===== src/rtl/ddr3_wb_arbiter.sv =====
// Round-robin arbiter sharing the DDR3 controller's pipelined Wishbone port between two masters.
// Requests are registered downstream; an in-order ID FIFO steers each ack back to its issuer.
module ddr3_wb_arbiter #(
  parameter int ADDR_BITS       = 24,
  parameter int DATA_BITS       = 128,
  parameter int SEL_BITS        = DATA_BITS / 8,
  parameter int MAX_OUTSTANDING = 8
) (
  input  logic                 i_clk,
  input  logic                 i_rst,
  input  logic                 i_m0_stb,
  input  logic                 i_m0_we,
  input  logic [ADDR_BITS-1:0] i_m0_addr,
  input  logic [DATA_BITS-1:0] i_m0_data,
  input  logic [SEL_BITS-1:0]  i_m0_sel,
  output logic                 o_m0_stall,
  output logic                 o_m0_ack,
  output logic [DATA_BITS-1:0] o_m0_data,
  input  logic                 i_m1_stb,
  input  logic                 i_m1_we,
  input  logic [ADDR_BITS-1:0] i_m1_addr,
  input  logic [DATA_BITS-1:0] i_m1_data,
  input  logic [SEL_BITS-1:0]  i_m1_sel,
  output logic                 o_m1_stall,
  output logic                 o_m1_ack,
  output logic [DATA_BITS-1:0] o_m1_data,
  output logic                 o_wb_cyc,
  output logic                 o_wb_stb,
  output logic                 o_wb_we,
  output logic [ADDR_BITS-1:0] o_wb_addr,
  output logic [DATA_BITS-1:0] o_wb_data,
  output logic [SEL_BITS-1:0]  o_wb_sel,
  input  logic                 i_wb_stall,
  input  logic                 i_wb_ack,
  input  logic [DATA_BITS-1:0] i_wb_data,
  output logic                 o_err
);

  localparam int PTR_W = $clog2(MAX_OUTSTANDING);
  localparam int CNT_W = PTR_W + 1;
  localparam logic [CNT_W-1:0] FULL_CNT = CNT_W'(MAX_OUTSTANDING);

  logic             id_fifo [MAX_OUTSTANDING];
  logic [PTR_W-1:0] head;
  logic [PTR_W-1:0] tail;
  logic [CNT_W-1:0] count;
  logic             last_grant;

  logic             pop;
  logic             room;
  logic             slot_free;
  logic             grant0;
  logic             grant1;
  logic             accept;
  logic             acc_id;
  logic             head_id;
  logic             stb_next;
  logic [CNT_W-1:0] count_next;

  // Arbitration and FIFO bookkeeping for the current cycle
  always_comb begin
    head_id    = id_fifo[head];
    pop        = i_wb_ack && (count != '0);
    room       = (count < FULL_CNT) || pop;
    slot_free  = !o_wb_stb || !i_wb_stall;
    grant0     = 1'b0;
    grant1     = 1'b0;
    if (slot_free && room && !i_rst) begin
      if (i_m0_stb && i_m1_stb) begin
        grant0 = last_grant;
        grant1 = !last_grant;
      end else begin
        grant0 = i_m0_stb;
        grant1 = i_m1_stb;
      end
    end
    accept     = grant0 || grant1;
    acc_id     = grant1;
    stb_next   = accept ? 1'b1 : (slot_free ? 1'b0 : o_wb_stb);
    count_next = count + CNT_W'(accept) - CNT_W'(pop);
  end

  assign o_m0_stall = !grant0;
  assign o_m1_stall = !grant1;

  // Registered downstream request, ack routing and FIFO pointers
  always_ff @(posedge i_clk) begin
    if (i_rst) begin
      o_wb_cyc   <= 1'b0;
      o_wb_stb   <= 1'b0;
      o_wb_we    <= 1'b0;
      o_wb_addr  <= '0;
      o_wb_data  <= '0;
      o_wb_sel   <= '0;
      o_m0_ack   <= 1'b0;
      o_m1_ack   <= 1'b0;
      o_m0_data  <= '0;
      o_m1_data  <= '0;
      o_err      <= 1'b0;
      head       <= '0;
      tail       <= '0;
      count      <= '0;
      last_grant <= 1'b1;
    end else begin
      o_wb_stb <= stb_next;
      o_wb_cyc <= stb_next || (count_next != '0);
      count    <= count_next;
      if (accept) begin
        o_wb_we    <= acc_id ? i_m1_we   : i_m0_we;
        o_wb_addr  <= acc_id ? i_m1_addr : i_m0_addr;
        o_wb_data  <= acc_id ? i_m1_data : i_m0_data;
        o_wb_sel   <= acc_id ? i_m1_sel  : i_m0_sel;
        tail       <= tail + 1'b1;
        last_grant <= acc_id;
      end
      if (pop)
        head <= head + 1'b1;
      o_m0_ack <= pop && !head_id;
      o_m1_ack <= pop && head_id;
      if (pop && !head_id)
        o_m0_data <= i_wb_data;
      if (pop && head_id)
        o_m1_data <= i_wb_data;
      if (i_wb_ack && (count == '0))
        o_err <= 1'b1;
    end
  end

  // ID storage needs no reset: entries are only read once written
  always_ff @(posedge i_clk) begin
    if (accept)
      id_fifo[tail] <= acc_id;
  end

endmodule


===== config.mk =====
export PLATFORM = sky130hd
export DESIGN_NAME = ddr3_wb_arbiter
export DESIGN_NICKNAME = d
export VERILOG_FILES = /design/src/rtl/ddr3_wb_arbiter.sv
export SDC_FILE = /design/constraint.sdc
export NUM_CORES = 1
export LEC_CHECK = 0
export ABC_AREA = 1
export BUFFER_PORTS_ARGS = -buffer_cell sky130_fd_sc_hd__buf_4
export CAP_MARGIN = 20
export CORE_AREA = 8 8 341 343
export CTS_BUF_LIST = sky130_fd_sc_hd__clkbuf_8
export DETAILED_ROUTE_END_ITERATION = 16
export DIE_AREA = 0 0 349 351
export PLACE_DENSITY = 0.36
export SLEW_MARGIN = 25
export SYNTH_ARGS = -nofsm -noshare
export SYNTH_HDL_FRONTEND = slang
export SYNTH_SLANG_ARGS = --single-unit

===== constraint.sdc =====
create_clock -name i_clk -period 3.3 [get_ports i_clk]
set_input_delay 0.495 -clock i_clk [delete_from_list [all_inputs] [get_ports i_clk]]
set_output_delay 0.495 -clock i_clk [all_outputs]
set_load 0.02 [all_outputs]

==> metrics.md, run 1 <==
| Metric | Value |
|---|---|
| Status | `finished clean` |
| Final Cell Area | `33700 um2` |
| # fillers | `12531` |
| Antenna viol nets, final | `0` |
| Drt first pass iters | `5` |
| Setup Viol. Count Final | `0` |
| Netlist cell types | `27` |
| Die ar. | `122000 um2` |
| WP data required | `2.80 ns` |
| Worst-Skew Late Latency | `0.72 ns` |
| First-pass GRT wire length | `153 mm` |
| DR WL/cell | `17.3 um` |
| Rows | `123` |
| Routed WL | `105 mm` |
| Share of layout cells above drive strength 1 | `24.2%` |
| Initial antenna violation count | `20` |
| # resized after CTS | `0` |
| Post-synthesis register bit count | `452` |
| Synthesized cell area | `21700 um2` |
| Global Route Usage Sum | `16.2%` |
| Maximum clock rate | `331 MHz` |
| Leak | `17.9 nW` |
| Max_cap viols | `0` |
| Layout Cells excl Fill | `6044` |
| Post-DP HPWL | `78.0 mm` |
| RSZ-0062 raised after global routing | `false` |
| Worst Hold Class | `in2reg` |
| Total CTS buffers | `94` |
| Core area | `111000 um2` |
| Post-synthesis sequential area ratio | `42.1%` |
| Placer Congestion | `0.776` |
| Crit path largest cell delay | `0.57 ns` |
| Die width | `349 um` |
| Worst-path clk slew | `0.05 ns` |
| Clock Tree Buf Depth | `3` |
| Rel. slew slack | `41.4%` |
| CTS tree | `done` |
| Final Cycle Share | `91.7%` |
| Crit path kind | `in2out` |
| Critical path startpoint category | `primary input` |
| Placed cells | `5667` |
| CTS sink cnt | `452` |
| Fin Setup TNS | `0 ns` |
| Gr ovfl total | `0` |
| Post-CTS setup buffers | `0` |
| IO buf count | `903` |
| Cells after Synth | `3448` |
| Via count | `23756` |
| Worst-margin pin slew | `0.879 ns` |
| Worst EP arrival | `2.53 ns` |
| Area after DPL | `29800 um2` |
| H-tree depth | `3` |
| # DRC | `0` |
| Yosys warnings | `0` |
| Final hold violations | `0` |
| PwrDens | `738 nW/um2` |
| Critical-path cell list | `dlygate4sd3_1, buf_4, a21oi_4, buf_4, nand3_4, buf_4, buf_4` |
| Starting DRT DRC Count | `956` |
| Hold_buf cts | `207` |
| Initial Utilization | `19.5%` |
| Vias in the first global route | `24105` |
| Largest net degree at the start of global routing | `186` |
| Crit-path slowest cell | `dlygate4sd3_1` |
| Min Tclk post-route | `3.03 ns` |
| Slew Limit Fails | `0` |
| Io pins | `904` |
| Net Count, Synth | `3928` |
| CP dominant cell by count | `buf_4` |
| Clk_skew | `0.0298 ns` |
| Area grow syn2layout | `55.4%` |
| Synthesized area per cell | `6.29 um2` |
| Peak VDD IR | `388 uV` |
| Die Y-Extent | `351 um` |
| Final nets | `4950` |
| Vias per inst | `3.93` |
| Peak fanout along the critical path | `53` |
| Setup crit end kind | `output port` |
| Root Driver | `clkbuf_8` |
cell usage in the layout (no fill, tap or decap):
cell           Yosys  layout
nand4_1          169     169
clkinvlp_4         0       1
clkbuf_8           0     114
nand3_4            0       2
inv_8              0       5
nand3_1          140     139
o211ai_4           0       1
dfxtp_1          444     444
edfxtp_1           8       8
nor3_1             1       1
diode_2            0       9
a21oi_1          137     137
dlygate4sd3_1      0     207
or2_0              1       1
xor2_1             2       2
inv_1            447     483
nand2_1         1089    1089
ha_1               7       7
fa_1               1       1
buf_4             50     944
a21oi_4            1       2
buf_12             0      19
bufinv_16          0       1
nand3b_1           1       1
nand2_8            0       2
clkinv_2           0       4
inv_6              0       1
o21ai_0            3       3
or2_2              1       1
inv_2              3       2
nor2_1           744     744
metal layers:
layer / global-route usage (%) / share of wire (%) / up-vias
li1: - / - / 12479
met5: 0 / 0.10 / -
met1: 18.0 / 39 / 10366
met2: 27.7 / 48 / 701
met4: 7.04 / 4.4 / 16
met3: 6.01 / 8.3 / 194
Yosys cell counts:
library cell / count / area share (%)
buf_1: 12 / 0.21
nand2_1: 1089 / 19
o21ai_0: 3 / 0.069
a21oi_1: 137 / 3.2
inv_1: 447 / 7.7
buf_2: 85 / 2.0
buf_4: 50 / 1.7
a21oi_2: 1 / 0.040
ha_1: 7 / 0.40
nand3b_1: 1 / 0.035
a21oi_4: 1 / 0.075
clkbuf_1: 83 / 1.4
o211ai_2: 1 / 0.058
nand4_1: 169 / 4.9
xor2_1: 2 / 0.081
or2_0: 1 / 0.029
nor3_1: 1 / 0.023
inv_2: 3 / 0.052
fa_1: 1 / 0.092
or2_2: 1 / 0.029
buf_6: 14 / 0.73
nand2_2: 2 / 0.058
nand3_1: 140 / 3.2
nand3_2: 1 / 0.046
dfxtp_1: 444 / 41
nor2_1: 744 / 13
edfxtp_1: 8 / 1.1
cells by family after synthesis:
family,count (synthesis),share of synthesized area [%]
AOI/OAI and AO/OA,143,3.40
xor gates and xnor gates,2,0.0808
adders and majority gates,8,0.496
buffers and inverters,694,13.9
DFF,452,42.1
and+or+nand+nor,2149,40.1
final cells by class:
cell class / instances / area, um2 / share of cell area, %
antenna: 9 / 22.5 / 0.0668
clock buffer: 114 / 1570 / 4.66
clock inverter: 47 / 239 / 0.709
inverter: 450 / 1700 / 5.06
multi-input combinational: 2302 / 9610 / 28.5
sequential: 452 / 9130 / 27.1
tap: 1500 / 1880 / 5.57
timing repair buffer: 1170 / 9540 / 28.3
path summary, 6_finish.rpt:
| check | startpoint | slack (ns) | endpoint | cells after the start |
|---|---|---|---|---|
| worst max-delay path | i_wb_stall | 0.27 | o_m1_stall | 7 |
| worst max register to register | count[3] | 0.39 | o_wb_cyc | 15 |
| worst min-delay path | i_m0_addr[19] | 0.11 | o_wb_addr[19] | 5 |
| worst min register to register | o_err | 0.46 | o_err | 2 |
through the flow:
| stage | utilization (%) | setup WS [ns] | hold slack (ns) | power (mW) |
|---|---|---|---|---|
| after floorplan | - | 0.598 | 0.433 | 14.5 |
| after CTS | 30.3 | 0.233 | 0.0000163 | 25.5 |
| final | 30.3 | 0.275 | 0.113 | 24.8 |
| after global routing | 30.3 | 0.198 | 0.0687 | 26.8 |
| after detailed placement | 26.8 | 0.358 | 0.451 | 19.1 |
| after global placement | 26.8 | 0.333 | 0.447 | 19.2 |
critical path, delay by kind of cell:
family                 cells  cell delay [ns]
buffers and inverters      5             1.68
AOI/OAI and AO/OA          1             0.20
and+or+nand+nor            1             0.14
power breakdown:
| group | leakage (nW) | total, mW | switching, mW | internal [mW] |
|---|---|---|---|---|
| Clock | 1.07 | 5.86 | 2.68 | 3.17 |
| Sequential | 3.73 | 7.75 | 0.799 | 6.95 |
| Combinational | 13.1 | 11.2 | 7.08 | 4.17 |
| Total | 17.9 | 24.8 | 10.6 | 14.3 |
flip-flops by register name, summed over array words and instances (netlist names), 4 cells and up, named ones only:
signal / count
o_wb_data: 128
o_wb_sel: 16
count: 4
o_m1_data: 128
o_m0_data: 128
o_wb_addr: 24
id_fifo: 8
Note: power is estimated with default switching activity, not from simulation.
==> run 2, diff against run 1 <==
Settings changed: CORE_AREA 8 8 341 343 to 8 8 342 344, DIE_AREA 0 0 349 351 to 0 0 350 352.
==> run 2 against run 1 <==
Against the previous run:
- flip-flop and latch count did not move
- routed wire length rose by 2.1%
- sequential share of layout area barely moved
- setup slack improved by 0.091 ns
- critical path type is now reg2out
- critical endpoint unchanged
- largest power group unchanged
- highest routed layer unchanged
==> metrics.md, run 2 (synthesized netlist as in run 1, its figures left out) <==
| Metric | Value |
|---|---|
| Die Y-Extent | `352 um (+0.28%)` |
| Initial antenna violation count | `20 (unchanged)` |
| Critical path startpoint category | `flip-flop` |
| WP data required | `2.80 ns (about the same)` |
| Setup crit end kind | `output port` |
| Multi-input gate area | `9610 um2 (unchanged)` |
| Largest net degree at the start of global routing | `162 (-13%)` |
| IO buf count | `903 (unchanged)` |
| Post-DP HPWL | `78.9 mm (+1.2%)` |
| Routed WL | `107 mm (+2.1%)` |
| Initial Utilization | `19.4% (-0.054 points)` |
| CTS tree | `done` |
| Area grow syn2layout | `55.6%` |
| Worst-path clk slew | `0.06 ns (about the same)` |
| Via count | `23948 (+0.81%)` |
| Peak VDD IR | `325 uV (-16%)` |
| DR WL/cell | `17.6 um (+1.9%)` |
| Setup Viol. Count Final | `0 (unchanged)` |
| Crit path kind | `reg2out` |
| H-tree depth | `3 (unchanged)` |
| Hold Startpoint | `i_m0_sel[11]` |
| Placed cells | `5650 (-0.30%)` |
| Leak | `17.9 nW (about the same)` |
| Worst reg-to-reg path cell count | `11 (-4)` |
| RSZ-0062 raised after global routing | `false` |
| Maximum clock rate | `341 MHz (+3.1%)` |
| Crit Reg-Reg Endpoint | `o_wb_data[102]` |
| Fin Setup TNS | `0 ns (unchanged)` |
| Final nets | `4955 (+0.10%)` |
| Final Cycle Share | `88.9% (-2.8 points)` |
| Final hold violations | `0 (unchanged)` |
| Reg2reg start | `count[3]` |
| Worst-Skew Late Latency | `0.73 ns (about the same)` |
| Vias in the first global route | `24134 (+0.12%)` |
| Core area | `112000 um2 (+0.28%)` |
| Global Route Usage Sum | `16.4% (+0.20 points)` |
| Root Driver | `clkbuf_8` |
| Max_cap viols | `0 (unchanged)` |
| Peak fanout along the critical path | `82 (+55%)` |
| Final WS setup | `0.366 ns (+0.0913 ns)` |
| Die width | `350 um (+0.29%)` |
| Clock Tree Buf Depth | `3 (unchanged)` |
| Clk_skew | `0.0528 ns (+0.0230 ns)` |
| Commonest non-fill, non-tap cell in the layout | `nand2_1` |
| Placer Congestion | `0.781 (+0.63%)` |
| R2R Setup Slk | `0.39 ns (about the same)` |
| Status | `finished clean` |
| Total CTS buffers | `93 (-1.1%)` |
| Worst EP arrival | `2.44 ns (-0.09 ns)` |
| Hold Crit Depth | `5 (unchanged)` |
| Most frequent cells in the layout | `nand2_1, buf_4, nor2_1` |
| Rows | `123 (unchanged)` |
| Starting DRT DRC Count | `1053 (+10%)` |
| Slew Limit Fails | `0 (unchanged)` |
| Seq. cell area | `9130 um2 (unchanged)` |
| Drt first pass iters | `5 (unchanged)` |
| Biggest regs | `o_m0_data (128), o_m1_data (128), o_wb_data (128)` |
| Rel. slew slack | `37.9% (-3.5 points)` |
| Worst Hold Class | `in2reg` |
| Io pins | `904 (unchanged)` |
| Die ar. | `123000 um2 (+0.57%)` |
| Hold Path Sink | `o_wb_sel[11]` |
| PwrDens | `735 nW/um2 (-0.34%)` |
| First-pass GRT wire length | `156 mm (+2.0%)` |
| # DRC | `0 (unchanged)` |
| Vias per inst | `3.95 (+0.61%)` |
| Share of layout cells above drive strength 1 | `23.9% (-0.32 points)` |
| Antenna viol nets, final | `0 (unchanged)` |
| Min Tclk post-route | `2.93 ns (-0.0913 ns)` |
| Pre-CTS WS | `0.486 ns (+0.128 ns)` |
| Worst-margin pin slew | `0.931 ns (+0.0525 ns)` |
| Gr ovfl total | `0 (unchanged)` |
| # fillers | `12619 (+0.70%)` |
| Post-CTS setup buffers | `0 (unchanged)` |
| Layout Cells excl Fill | `6056 (+0.20%)` |
| CTS sink cnt | `452 (unchanged)` |
| # resized after CTS | `0 (unchanged)` |
[run 2: cell types whose count changed in the layout (fill, tap and decap cells not counted), sizes merged]
cell,delta
dlygate4sd3,+23
clkbuf,+2
bufinv,-1
inv,-2
clkinv,+6
buf,-17
diode,+1
[run 2: cell type report]
class | instances | area share [%]
timing repair buffer | 1176 | 28.3
antenna | 10 | 0.0742
clock buffer | 116 | 4.73
inverter | 450 | 5.05
multi-input combinational | 2302 | 28.5
sequential | 452 | 27.1
clock inverter | 50 | 0.701
tap | 1500 | 5.56
[run 2: routing by layer]
| metal | vias up | routed length [um] | GRT usage [%] |
|---|---|---|---|
| met5 | - | 125 | 0 |
| met4 | 18 | 4060 | 6.78 |
| met3 | 177 | 8680 | 5.70 |
| met2 | 713 | 52600 | 28.9 |
| met1 | 10544 | 41400 | 17.8 |
| li1 | 12496 | - | - |
[run 2: worst max-delay path, stage by stage, from the launching register on]
cell and delay [ns]:
dfxtp_1 0.36, inv_1 0.07, ha_1 0.16, nand2_1 0.06
nand2_1 0.28, nand2_8 0.12, nand3_4 0.12, buf_12 0.30
buf_4 0.22
[run 2: worst max-delay path by stage]
stage              from         end  slack (ns)  cells past startpoint
2_1_floorplan  count[3]    o_wb_cyc        0.60                     17
3_3_place_gp   count[3]    o_wb_cyc        0.43                     15
3_5_place_dp   count[3]    o_wb_cyc        0.49                     15
4_1_cts        count[3]  o_m1_stall        0.16                      8
5_1_grt        count[3]  o_m1_stall        0.14                      8
6_report       count[3]  o_m1_stall        0.37                      8
[run 2: what timing repair did]
| action | CTS | global route |
|---|---|---|
| hold buffers | 230 | 0 |
| endpoints found under the setup margin | 0 | 0 |
| hold endpoints to repair | 243 | 0 |
[run 2: where the power goes]
part,internal [mW],switching [mW]
logic,4.11,7.09
registers,6.95,0.798
clock network,3.15,2.70
total,14.2,10.6
[run 2: stage by stage]
step                      util (%)  total power, mW  hold slack (ns)  instance area [um2]
after floorplan                  -             14.5            0.433                21700
after global placement        26.5             19.1            0.449                29600
after detailed placement      26.5             19.1            0.451                29600
after CTS                     30.2             25.5          0.00137                33700
after global routing          30.2             26.7           0.0617                33700
final                         30.2             24.8            0.116                33700
==> run 3, diff against run 2 <==
Settings changed: CAP_MARGIN 20 to default, CORE_AREA 8 8 342 344 to 8 8 345 347, DIE_AREA 0 0 350 352 to 0 0 353 355, RECOVER_POWER from default to 100.
==> run 3 against run 2 <==
Against the previous run:
- hold slack worse by 0.0038 ns
- critical path depth up 9
- setup slack worse by 0.081 ns
- clock power up 0.9%
- register-to-register slack worse by 0.10 ns
- global-route usage about the same
- the flow now finishes with violations (max-capacitance violations, max-slew violations)
- largest cell class unchanged
- critical endpoint is now o_wb_cyc
- clock-buffer cell count down 3
- final cell count about the same
==> metrics.md, run 3 (synthesized netlist as in run 1, its figures left out) <==
| Metric | Value |
|---|---|
| Status | `complete, but fails checks` |
| Failing checks | `max-capacitance violations, max-slew violations` |
| Drt first pass iters | `6 (+1)` |
| Peak VDD IR | `333 uV (+2.3%)` |
| Maximum clock rate | `332 MHz (-2.7%)` |
| IO buf count | `903 (unchanged)` |
| Worst path bufs/invs | `4 (+1)` |
| Final hold violations | `0 (unchanged)` |
| Final Cycle Share | `91.4% (+2.4 points)` |
| Multi-input gate area | `9610 um2 (about the same)` |
| PwrDens | `744 nW/um2 (+1.2%)` |
| Die Y-Extent | `355 um (+0.85%)` |
| Peak fanout along the critical path | `4 (-95%)` |
| Vias per inst | `3.98 (+0.57%)` |
| Largest delay share family, worst path | `adder cells` |
| Io pins | `904 (unchanged)` |
| DR WL/cell | `18.0 um (+1.9%)` |
| Min Tclk post-route | `3.01 ns (+0.0808 ns)` |
| CTS sink cnt | `452 (unchanged)` |
| Via count | `24072 (+0.52%)` |
| Max_cap viols | `1 (+1)` |
| Leak | `16.1 nW (-10%)` |
| Antenna viol nets, final | `0 (unchanged)` |
| Biggest regs | `o_m0_data (128), o_m1_data (128), o_wb_data (128)` |
| Slew Limit Fails | `126 (+126)` |
| Final nets | `4951 (-0.081%)` |
| Worst-margin pin slew | `1.56 ns (+0.631 ns)` |
| Worst EP arrival | `3.59 ns (+1.15 ns)` |
| Critical path startpoint category | `flip-flop` |
| Fin Setup TNS | `0 ns (unchanged)` |
| Worst Hold Class | `in2reg` |
| Worst-path clk slew | `0.06 ns (about the same)` |
| Gr ovfl total | `0 (unchanged)` |
| Setup Viol. Count Final | `0 (unchanged)` |
| Area grow syn2layout | `47.9%` |
| Final core utilization | `28.2% (-2.0 points)` |
| Seq. cell area | `9130 um2 (about the same)` |
| Post-DP HPWL | `79.4 mm (+0.63%)` |
| Die ar. | `125000 um2 (+1.7%)` |
| Worst-Skew Late Latency | `0.71 ns (-0.02 ns)` |
| RSZ-0062 raised after global routing | `false` |
| CP dominant cell by count | `ha_1` |
| # fillers | `13330 (+5.6%)` |
| Commonest non-fill, non-tap cell in the layout | `nand2_1` |
| R2R Setup Slk | `0.29 ns (-0.10 ns)` |
| WP data required | `3.88 ns (+1.08 ns)` |
| Share of layout cells above drive strength 1 | `14.6% (-9.4 points)` |
| Rows | `124 (+0.81%)` |
| Crit path kind | `reg2reg` |
| Initial antenna violation count | `16 (-20%)` |
| Placer Congestion | `0.792 (+1.4%)` |
| Crit path largest cell delay | `0.41 ns (+0.05 ns)` |
| Setup crit end kind | `flip-flop` |
| Root Driver | `clkbuf_8` |
| Routed WL | `109 mm (+1.8%)` |
| # DRC | `0 (unchanged)` |
| Clock Tree Buf Depth | `3 (unchanged)` |
| Initial Utilization | `19.1% (-0.34 points)` |
| First-pass GRT wire length | `158 mm (+1.7%)` |
| Clk_skew | `0.0392 ns (-0.0136 ns)` |
| Rel. slew slack | `-4.50% (-42 points)` |
| Crit-path slowest cell | `dfxtp_4` |
| Critical-path cell list | `inv_1, ha_1, nand2_1, nand2_4, nand2_8, buf_4, buf_4, o211ai_4, ha_1, inv_1, ha_1, fa_1, xor2_1, nor3_1, nand3_1, nor2_1, nor2_1` |
| Most frequent cells in the layout | `nand2_1, nor2_1, buf_4` |
| Vias in the first global route | `24193 (+0.24%)` |
| Total CTS buffers | `94 (+1.1%)` |
| Core area | `114000 um2 (+1.8%)` |
| Largest net degree at the start of global routing | `188 (+16%)` |
| Die width | `353 um (+0.86%)` |
| H-tree depth | `3 (unchanged)` |
| Global Route Usage Sum | `16.4% (-0.024 points)` |
| Starting DRT DRC Count | `1226 (+16%)` |
| CTS tree | `done` |
run 3: cell count changes in the layout (fill, tap and decap cells not counted), moves of 3 or more:
cell,delta
clkbuf_8,-3
clkbuf_4,+3
clkinv_2,-3
clkbuf_2,+11
dlygate4sd3_1,-15
inv_1,-3
clkbuf_1,+433
buf_4,-445
run 3: metrics by stage:
stage                     area (um2)  power (mW)  instances  hold WS, ns  setup slack [ns]
after floorplan                21700        14.5       3448        0.433             0.598
after global routing           32000        25.8       6049       0.0468            0.0397
after global placement         29700        19.2       5666        0.455             0.257
after CTS                      33800        25.8       6045     0.000517            0.0172
after detailed placement       29700        19.2       5666        0.461             0.224
final                          32100        23.9       6053        0.112             0.285
run 3: power breakdown:
part	switching, mW	total [mW]	leakage, nW	internal, mW
clock	2.68	5.90	1.06	3.23
sequential	0.766	7.71	3.73	6.95
combinational	7.20	10.2	11.3	3.04
total	10.6	23.9	16.1	13.2
run 3: final cells by class:
class | count | area share (%)
Timing Repair Buffer | 1170 | 24.6
Clock buffer | 113 | 4.85
Multi-Input combinational cell | 2303 | 30.0
Inverter | 450 | 5.32
Antenna cell | 8 | 0.0624
Clock inverter | 45 | 0.816
Tap cell | 1512 | 5.90
Sequential cell | 452 | 28.5
run 3: final timing paths:
kind | from | to | depth (start not counted)
worst max-delay path | count[3] | o_wb_cyc | 17
worst min register to register | o_err | o_err | 2
worst min-delay path | i_wb_data[43] | o_m1_data[43] | 3
worst max register to register | count[3] | o_wb_cyc | 17
run 3: worst register-to-register path, cell delays in order, from the launching register on:
cell	delay [ns]
dfxtp_4	0.41
inv_1	0.06
ha_1	0.19
nand2_1	0.11
nand2_4	0.14
nand2_8	0.14
buf_4	0.14
buf_4	0.13
o211ai_4	0.09
ha_1	0.30
inv_1	0.04
ha_1	0.19
fa_1	0.38
xor2_1	0.16
nor3_1	0.16
nand3_1	0.10
nor2_1	0.11
nor2_1	0.04
run 3: metal layers:
layer	global-route usage [%]	routed length [um]
met3	5.82	8120
met4	5.99	3820
met5	0	104
met1	18.1	43700
met2	28.9	53100
run 3: what timing repair did:
action                                 4_1_cts  5_1_grt
gates cloned                                 3        0
hold buffers                               215        0
buffers inserted                             3        0
resized for setup                            3        2
pin swaps                                    1        0
setup endpoints to repair                    1        2
endpoints found under the hold margin      234        0
